$ cat src/rtl/cache_ctrl_nway_if.sv
// Bundle between the N-way cache controller, the CPU request, the cache
// datapath and the physical memory port. The controller uses the slave
// modport; the surrounding logic (or a testbench) uses the master modport.
interface cache_ctrl_nway_if #(
  parameter int WAYS = 4,
  parameter int SETS = 8
);
  localparam int WAY_W = $clog2(WAYS);
  localparam int SET_W = $clog2(SETS);

  logic             mem_read;
  logic             mem_write;
  logic [SET_W-1:0] set_idx;
  logic [WAYS-1:0]  hit_vec;
  logic [WAYS-1:0]  valid_vec;
  logic [WAYS-1:0]  dirty_vec;
  logic             pmem_resp;

  logic             mem_resp;
  logic             pmem_read;
  logic             pmem_write;
  logic [WAY_W-1:0] way_sel;
  logic             load_tag;
  logic             load_valid;
  logic             load_dirty;
  logic             dirty_in;
  logic             load_data;
  logic             data_in_sel;
  logic             wb_addr_sel;

  modport master (
    output mem_read, mem_write, set_idx, hit_vec, valid_vec, dirty_vec, pmem_resp,
    input  mem_resp, pmem_read, pmem_write, way_sel, load_tag, load_valid,
           load_dirty, dirty_in, load_data, data_in_sel, wb_addr_sel
  );

  modport slave (
    input  mem_read, mem_write, set_idx, hit_vec, valid_vec, dirty_vec, pmem_resp,
    output mem_resp, pmem_read, pmem_write, way_sel, load_tag, load_valid,
           load_dirty, dirty_in, load_data, data_in_sel, wb_addr_sel
  );
endinterface

$ cat src/rtl/cache_ctrl_nway.sv
// Control FSM for an N-way set-associative, write-back, write-allocate cache.
// Owns the per-set tree-PLRU state, picks victims, sequences writeback and
// line fill over the pmem port and drives the array load strobes.
// Optional feature: define CACHE_PERF_CNT_EN to add saturating hit/miss/
// writeback counters (hit_cnt, miss_cnt, wb_cnt) as extra outputs.
module cache_ctrl_nway #(
  parameter int WAYS = 4,
  parameter int SETS = 8
) (
  input  logic                clk,
  input  logic                rst,
  cache_ctrl_nway_if.slave    bus
`ifdef CACHE_PERF_CNT_EN
  ,
  output logic [31:0]         hit_cnt,
  output logic [31:0]         miss_cnt,
  output logic [31:0]         wb_cnt
`endif
);
  localparam int WAY_W = $clog2(WAYS);

  typedef enum logic [1:0] {
    IDLE,
    COMPARE,
    WRITEBACK,
    ALLOCATE
  } state_e;

  state_e            state_q, state_d;
  logic [WAY_W-1:0]  victim_q, victim_d;
  logic [WAYS-2:0]   plru_q [SETS];
  logic [WAYS-2:0]   plruNext;
  logic              plruWe;

  logic              reqValid;
  logic              anyHit;
  logic              allValid;
  logic [WAY_W-1:0]  hitWay;
  logic [WAY_W-1:0]  freeWay;
  logic [WAY_W-1:0]  missVictim;

  // Walk the tree from the root following each node's bit; a 0 bit means the
  // victim lies in the lower half. The path bits, MSB first, form the way.
  function automatic logic [WAY_W-1:0] plruVictim(input logic [WAYS-2:0] bits);
    logic [WAYS-1:0]  tree;
    logic [WAY_W-1:0] node;
    logic [WAY_W-1:0] way;
    tree = {1'b0, bits};
    node = '0;
    way  = '0;
    for (int lvl = 0; lvl < WAY_W; lvl++) begin
      way  = (way << 1) | WAY_W'(tree[node]);
      node = WAY_W'(2 * int'(node) + 1 + int'(tree[node]));
    end
    return way;
  endfunction

  // Point every node on the path to the accessed way away from that way.
  function automatic logic [WAYS-2:0] plruTouch(input logic [WAYS-2:0] bits,
                                                input logic [WAY_W-1:0] way);
    logic [WAYS-1:0]  tree;
    logic [WAY_W-1:0] node;
    logic [WAY_W-1:0] rem;
    logic             b;
    tree = {1'b0, bits};
    node = '0;
    rem  = way;
    for (int lvl = 0; lvl < WAY_W; lvl++) begin
      b          = rem[WAY_W-1];
      rem        = rem << 1;
      tree[node] = ~b;
      node       = WAY_W'(2 * int'(node) + 1 + int'(b));
    end
    return tree[WAYS-2:0];
  endfunction

  // Decode the addressed set: hit way, first invalid way and miss victim.
  always_comb begin
    reqValid = bus.mem_read ^ bus.mem_write;
    anyHit   = |bus.hit_vec;
    allValid = &bus.valid_vec;
    hitWay   = '0;
    freeWay  = '0;
    for (int w = WAYS - 1; w >= 0; w--) begin
      if (bus.hit_vec[w]) begin
        hitWay = WAY_W'(w);
      end
      if (!bus.valid_vec[w]) begin
        freeWay = WAY_W'(w);
      end
    end
    missVictim = allValid ? plruVictim(plru_q[bus.set_idx]) : freeWay;
  end

  // Next-state and output decode; everything defaults to idle/zero.
  always_comb begin
    state_d         = state_q;
    victim_d        = victim_q;
    plruWe          = 1'b0;
    plruNext        = plru_q[bus.set_idx];
    bus.mem_resp    = 1'b0;
    bus.pmem_read   = 1'b0;
    bus.pmem_write  = 1'b0;
    bus.way_sel     = '0;
    bus.load_tag    = 1'b0;
    bus.load_valid  = 1'b0;
    bus.load_dirty  = 1'b0;
    bus.dirty_in    = 1'b0;
    bus.load_data   = 1'b0;
    bus.data_in_sel = 1'b0;
    bus.wb_addr_sel = 1'b0;
    case (state_q)
      IDLE: begin
        if (reqValid) begin
          state_d = COMPARE;
        end
      end
      COMPARE: begin
        if (!reqValid) begin
          state_d = IDLE;
        end else if (anyHit) begin
          bus.mem_resp = 1'b1;
          bus.way_sel  = hitWay;
          plruWe       = 1'b1;
          plruNext     = plruTouch(plru_q[bus.set_idx], hitWay);
          if (bus.mem_write) begin
            bus.load_data  = 1'b1;
            bus.load_dirty = 1'b1;
            bus.dirty_in   = 1'b1;
          end
          state_d = IDLE;
        end else begin
          victim_d = missVictim;
          state_d  = bus.dirty_vec[missVictim] ? WRITEBACK : ALLOCATE;
        end
      end
      WRITEBACK: begin
        bus.pmem_write  = 1'b1;
        bus.wb_addr_sel = 1'b1;
        bus.way_sel     = victim_q;
        if (bus.pmem_resp) begin
          state_d = ALLOCATE;
        end
      end
      ALLOCATE: begin
        bus.pmem_read   = 1'b1;
        bus.way_sel     = victim_q;
        bus.data_in_sel = 1'b1;
        if (bus.pmem_resp) begin
          bus.load_tag   = 1'b1;
          bus.load_valid = 1'b1;
          bus.load_data  = 1'b1;
          bus.load_dirty = 1'b1;
          state_d        = COMPARE;
        end
      end
      default: begin
        state_d = IDLE;
      end
    endcase
  end

  // State, latched victim and PLRU storage; reset clears all of it.
  always_ff @(posedge clk) begin
    if (rst) begin
      state_q  <= IDLE;
      victim_q <= '0;
      for (int s = 0; s < SETS; s++) begin
        plru_q[s] <= '0;
      end
    end else begin
      state_q  <= state_d;
      victim_q <= victim_d;
      if (plruWe) begin
        plru_q[bus.set_idx] <= plruNext;
      end
    end
  end

`ifdef CACHE_PERF_CNT_EN
  logic hitEvt, missEvt, wbEvt;

  // Classify this cycle's countable events.
  always_comb begin
    hitEvt  = (state_q == COMPARE) && reqValid && anyHit;
    missEvt = (state_q == COMPARE) && reqValid && !anyHit;
    wbEvt   = (state_q == WRITEBACK) && bus.pmem_resp;
  end

  // Saturating performance counters.
  always_ff @(posedge clk) begin
    if (rst) begin
      hit_cnt  <= '0;
      miss_cnt <= '0;
      wb_cnt   <= '0;
    end else begin
      if (hitEvt && (hit_cnt != '1)) begin
        hit_cnt <= hit_cnt + 32'd1;
      end
      if (missEvt && (miss_cnt != '1)) begin
        miss_cnt <= miss_cnt + 32'd1;
      end
      if (wbEvt && (wb_cnt != '1)) begin
        wb_cnt <= wb_cnt + 32'd1;
      end
    end
  end
`endif
endmodule

$ cat src/flat_wrapper.sv
// flat-port wrapper written by rule: the top's interface ports become plain ports
module cache_ctrl_nway_flat 
#(
  parameter int WAYS = 4,
  parameter int SETS = 8
)
  (clk, rst, bus_mem_read, bus_mem_write, bus_set_idx, bus_hit_vec, bus_valid_vec, bus_dirty_vec, bus_pmem_resp, bus_mem_resp, bus_pmem_read, bus_pmem_write, bus_way_sel, bus_load_tag, bus_load_valid, bus_load_dirty, bus_dirty_in, bus_load_data, bus_data_in_sel, bus_wb_addr_sel);
  cache_ctrl_nway_if #(.WAYS(WAYS), .SETS(SETS)) bus_i ();
  input  logic clk;
  input  logic rst;
  input wire logic [$bits(bus_i.mem_read)-1:0] bus_mem_read;
  input wire logic [$bits(bus_i.mem_write)-1:0] bus_mem_write;
  input wire logic [$bits(bus_i.set_idx)-1:0] bus_set_idx;
  input wire logic [$bits(bus_i.hit_vec)-1:0] bus_hit_vec;
  input wire logic [$bits(bus_i.valid_vec)-1:0] bus_valid_vec;
  input wire logic [$bits(bus_i.dirty_vec)-1:0] bus_dirty_vec;
  input wire logic [$bits(bus_i.pmem_resp)-1:0] bus_pmem_resp;
  output wire logic [$bits(bus_i.mem_resp)-1:0] bus_mem_resp;
  output wire logic [$bits(bus_i.pmem_read)-1:0] bus_pmem_read;
  output wire logic [$bits(bus_i.pmem_write)-1:0] bus_pmem_write;
  output wire logic [$bits(bus_i.way_sel)-1:0] bus_way_sel;
  output wire logic [$bits(bus_i.load_tag)-1:0] bus_load_tag;
  output wire logic [$bits(bus_i.load_valid)-1:0] bus_load_valid;
  output wire logic [$bits(bus_i.load_dirty)-1:0] bus_load_dirty;
  output wire logic [$bits(bus_i.dirty_in)-1:0] bus_dirty_in;
  output wire logic [$bits(bus_i.load_data)-1:0] bus_load_data;
  output wire logic [$bits(bus_i.data_in_sel)-1:0] bus_data_in_sel;
  output wire logic [$bits(bus_i.wb_addr_sel)-1:0] bus_wb_addr_sel;
  assign bus_i.mem_read = bus_mem_read;
  assign bus_i.mem_write = bus_mem_write;
  assign bus_i.set_idx = bus_set_idx;
  assign bus_i.hit_vec = bus_hit_vec;
  assign bus_i.valid_vec = bus_valid_vec;
  assign bus_i.dirty_vec = bus_dirty_vec;
  assign bus_i.pmem_resp = bus_pmem_resp;
  assign bus_mem_resp = bus_i.mem_resp;
  assign bus_pmem_read = bus_i.pmem_read;
  assign bus_pmem_write = bus_i.pmem_write;
  assign bus_way_sel = bus_i.way_sel;
  assign bus_load_tag = bus_i.load_tag;
  assign bus_load_valid = bus_i.load_valid;
  assign bus_load_dirty = bus_i.load_dirty;
  assign bus_dirty_in = bus_i.dirty_in;
  assign bus_load_data = bus_i.load_data;
  assign bus_data_in_sel = bus_i.data_in_sel;
  assign bus_wb_addr_sel = bus_i.wb_addr_sel;
  cache_ctrl_nway #(.WAYS(WAYS), .SETS(SETS)) u_core (.clk(clk), .rst(rst), .bus(bus_i));
endmodule
$ cat config.mk
export PLATFORM = sky130hd
export DESIGN_NAME = cache_ctrl_nway_flat
export DESIGN_NICKNAME = d
export VERILOG_FILES = /design/src/rtl/cache_ctrl_nway_if.sv /design/src/rtl/cache_ctrl_nway.sv /design/src/flat_wrapper.sv
export SDC_FILE = /design/constraint.sdc
export NUM_CORES = 1
export LEC_CHECK = 0
export CORE_MARGIN = 5
export CORE_UTILIZATION = 55
export DETAILED_ROUTE_END_ITERATION = 7
export PLACE_DENSITY = 0.84
export SLEW_MARGIN = 0
export SYNTH_ARGS = -nofsm -noshare
export SYNTH_HDL_FRONTEND = slang
export SYNTH_SLANG_ARGS = --single-unit
export TNS_END_PERCENT = 5
$ cat constraint.sdc
create_clock -name clk -period 4.7 [get_ports clk]
set_input_delay 0.94 -clock clk [delete_from_list [all_inputs] [get_ports clk]]
set_output_delay 0.94 -clock clk [all_outputs]
set_load 0.02 [all_outputs]
==> flow_summary.yaml <==
clock_network:
  cts.clk_slew.worst_paths_ns: 0.15
  cts_resized: 0
  numCtsBuffers: 3
  clock_tree.root_cell: "clkbuf_4"
  cts_setup_buffers: 0
  clk_latency_ns: 0.33
  cts_tree: "built"
  cts.sinks: 28
  clock_path_buffers: 2
  h-tree-depth: 1
  hold_buffers: 0
hold_path:
  min_path_cells: 2
  hold_class: "register to register"
  hold_end: "u_core.victim_q[0]$_SDFFE_PP0P_"
  min_from: "u_core.victim_q[0]$_SDFFE_PP0P_"
run:
  maxCapViolations: 0
status:
  status: "complete, no violations"
drt:
  antenna_left: 0
  drcViolationCount: 0
  via_per_inst: 6.00
  firstDrtPassIters: 4
  drtIter0Drc: 80
  post_drt_wl_per_cell_um: 17.3
  vias: 1284
  routed_wirelength_mm: 3.70
global_routing:
  gr-total-overflow: 0
  grt_max_degree: 17
  grt_pass1_wl_mm: 5.98
  antenna_found_initial: 0
  gr-usage-all-layers: 0.182
  grt_pass1_vias: 1252
placed_design:
  buffer_ports.inserted: 31
  hpwlAfterDp_mm: 2.90
  placed_area_mm2: 0.00194
  gp_congestion: 0.782
worst_setup_path:
  path_class: "primary input to primary output"
  cp_top_family: "buffers and inverters"
  cp_num_buf_inv: 2
  cp-start-kind: "primary input"
  endpoint_kind: "primary output"
  rr_endpoint: "u_core.plru_q[7][2]$_SDFFCE_PN0P_"
  arrival_ns: 2.95
  cp_cell_sequence: "clkdlybuf4s50_1 -> xor2_1 -> nand2_1 -> a21oi_1 -> and2_1 -> or2_2 -> clkdlybuf4s50_1"
  cp_common_cell: "clkdlybuf4s50_1"
  reg2reg_depth: 4
  crit_path_top_delay_cell: "clkdlybuf4s50_1"
  r2r_start: "u_core.plru_q[4][2]$_SDFFCE_PN0P_"
  worstPathRequired_ns: 3.76
  crit_path_max_incr_delay_ns: 0.60
  worstPathMaxFanout: 4
  regToRegSetupSlack_ns: 2.47
logic_synthesis:
  synth.distinct_cells: 36
  syn_area_mm2: 0.00164
  synthArstFlopShare: 0
  synth_seq_cells: 28
  synth_edf_count: 24
  netlist_instances: 157
  syn_avg_cell_area_um2: 10.5
  yosys_warnings: 0
  ys.flop_type: "edfxtp_1"
  seq_area_frac_synth: 0.487
  syn-num-nets: 181
sta:
  clock_skew_ns: 0.00388
  min_period_ns: 3.89
  timing.setup.tns_ns: 0
  timing.fmax_ghz: 0.257
  finalMaxSlewViolations: 0
  max_slew_margin: 0.414
  finalHoldViolations: 0
  fin_crit_sh: 0.829
  setup_viol_count_final: 0
  worst_pin_slew_ns: 0.879
  rsz0062_at_grt: "no"
finish:
  nets: 208
  synthToLayoutAreaGrowth_pct: 21.0
  drive_gt1_frac: 0.0601
  fin_area_mm2: 0.00199
  diodes: 0
die:
  num_rows: 19
  start_util: 0.586
  dieArea_mm2: 0.00418
  core-area_mm2: 0.00281
  die_h_um: 64.7
  ios: 32
  die_width_um: 64.7
pwr:
  leakage_uw: 0.000749
  cellPowerDensity_mw_per_mm2: 270
  irDropWorstVdd_uv: 218
  p_total_uw: 537
-- registers in the layout, indices dropped and copies added, names as in the netlist --
| signal | flops |
|---|---|
| u_core.victim_q | 2 |
| u_core.plru_q | 24 |
| u_core.state_q | 2 |
-- Yosys cell counts (2+ instances only) --
cell type	instances	share of area
and2_1	3	0.011
dfxtp_1	4	0.049
edfxtp_1	24	0.44
nand2b_1	3	0.011
inv_1	8	0.018
clkbuf_1	4	0.0091
nand2_1	21	0.048
ha_1	4	0.030
and3_1	2	0.0076
nand3_1	4	0.012
nor2b_1	2	0.0076
a311oi_1	2	0.011
a31o_2	2	0.011
buf_4	4	0.018
mux2i_1	2	0.012
a21oi_1	8	0.024
o21ai_0	3	0.0091
mux4_1	6	0.096
nor2_1	32	0.073
nor3_1	2	0.0061
mux2_2	2	0.014
-- worst max path at each step --
| stage | from | endpoint | slack (ns) | cells past startpoint |
|---|---|---|---|---|
| floorplan | bus_mem_read | bus_load_dirty | 1.41 | 6 |
| global placement | bus_mem_write | bus_way_sel[0] | 0.90 | 6 |
| detailed placement | bus_mem_write | bus_load_data | 0.79 | 7 |
| CTS | bus_mem_write | bus_load_data | 0.78 | 7 |
| global route | bus_mem_write | bus_load_data | 0.63 | 7 |
| finish | bus_mem_write | bus_load_data | 0.81 | 7 |
-- stage by stage --
step           hold WS, ns  utilization  setup WS (ns)  cells
3_5_place_dp         0.473        0.690          0.793    210
3_3_place_gp         0.451        0.690          0.900    210
5_1_grt              0.497        0.709          0.630    214
4_1_cts              0.491        0.709          0.784    214
6_report             0.499        0.709          0.806    214
2_1_floorplan        0.427            -           1.41    157
-- power by group --
part | internal (µW) | switching [µW]
sequential | 278 | 4.07
combinational | 43.4 | 52.6
clock | 86.2 | 72.0
-- worst reg2reg max path, delay by kind of cell, from the launching register on --
kind	cells	cell delay, ns
flip-flops	1	0.39
multiplexers	2	0.84
AND/OR/NAND/NOR	1	0.09
AO/OA/AOI/OAI	1	0.66
-- layout make-up --
| cell class | count | area (µm²) |
|---|---|---|
| Multi-Input combinational cell | 112 | 757 |
| Fill cell | 222 | 816 |
| Timing Repair Buffer | 31 | 310 |
| Clock inverter | 1 | 30.0 |
| Tap cell | 31 | 38.8 |
| Inverter | 8 | 30.0 |
| Clock buffer | 3 | 22.5 |
| Sequential cell | 28 | 801 |
-- layer usage --
metal,track usage,share of wire,vias up,wire [µm]
met5,0,0,-,0
met4,0.0422,0.016,0,59
met3,0.0363,0.058,8,216
met2,0.338,0.53,38,1980
met1,0.217,0.39,624,1440
li1,-,-,614,-
-- cell families after synthesis --
logic type	Yosys count	share of synthesized area
AO/OA/AOI/OAI	22	0.0921
XOR/XNOR	1	0.00533
adder cells (fa/ha/maj)	4	0.0304
buffers and inverters	17	0.0525
flip-flops	28	0.487
multiplexers	11	0.135
AND/OR/NAND/NOR	74	0.197
-- layout by cell type, fill, tap and decap left out, types with 4 or more instances in the layout --
cell type	n
a21oi_1	8
clkdlybuf4s50_1	31
dfxtp_1	4
edfxtp_1	24
ha_1	4
inv_1	8
mux4_1	6
nand2_1	21
nand3_1	4
nor2_1	32
Power figures use the tool's default switching activity.
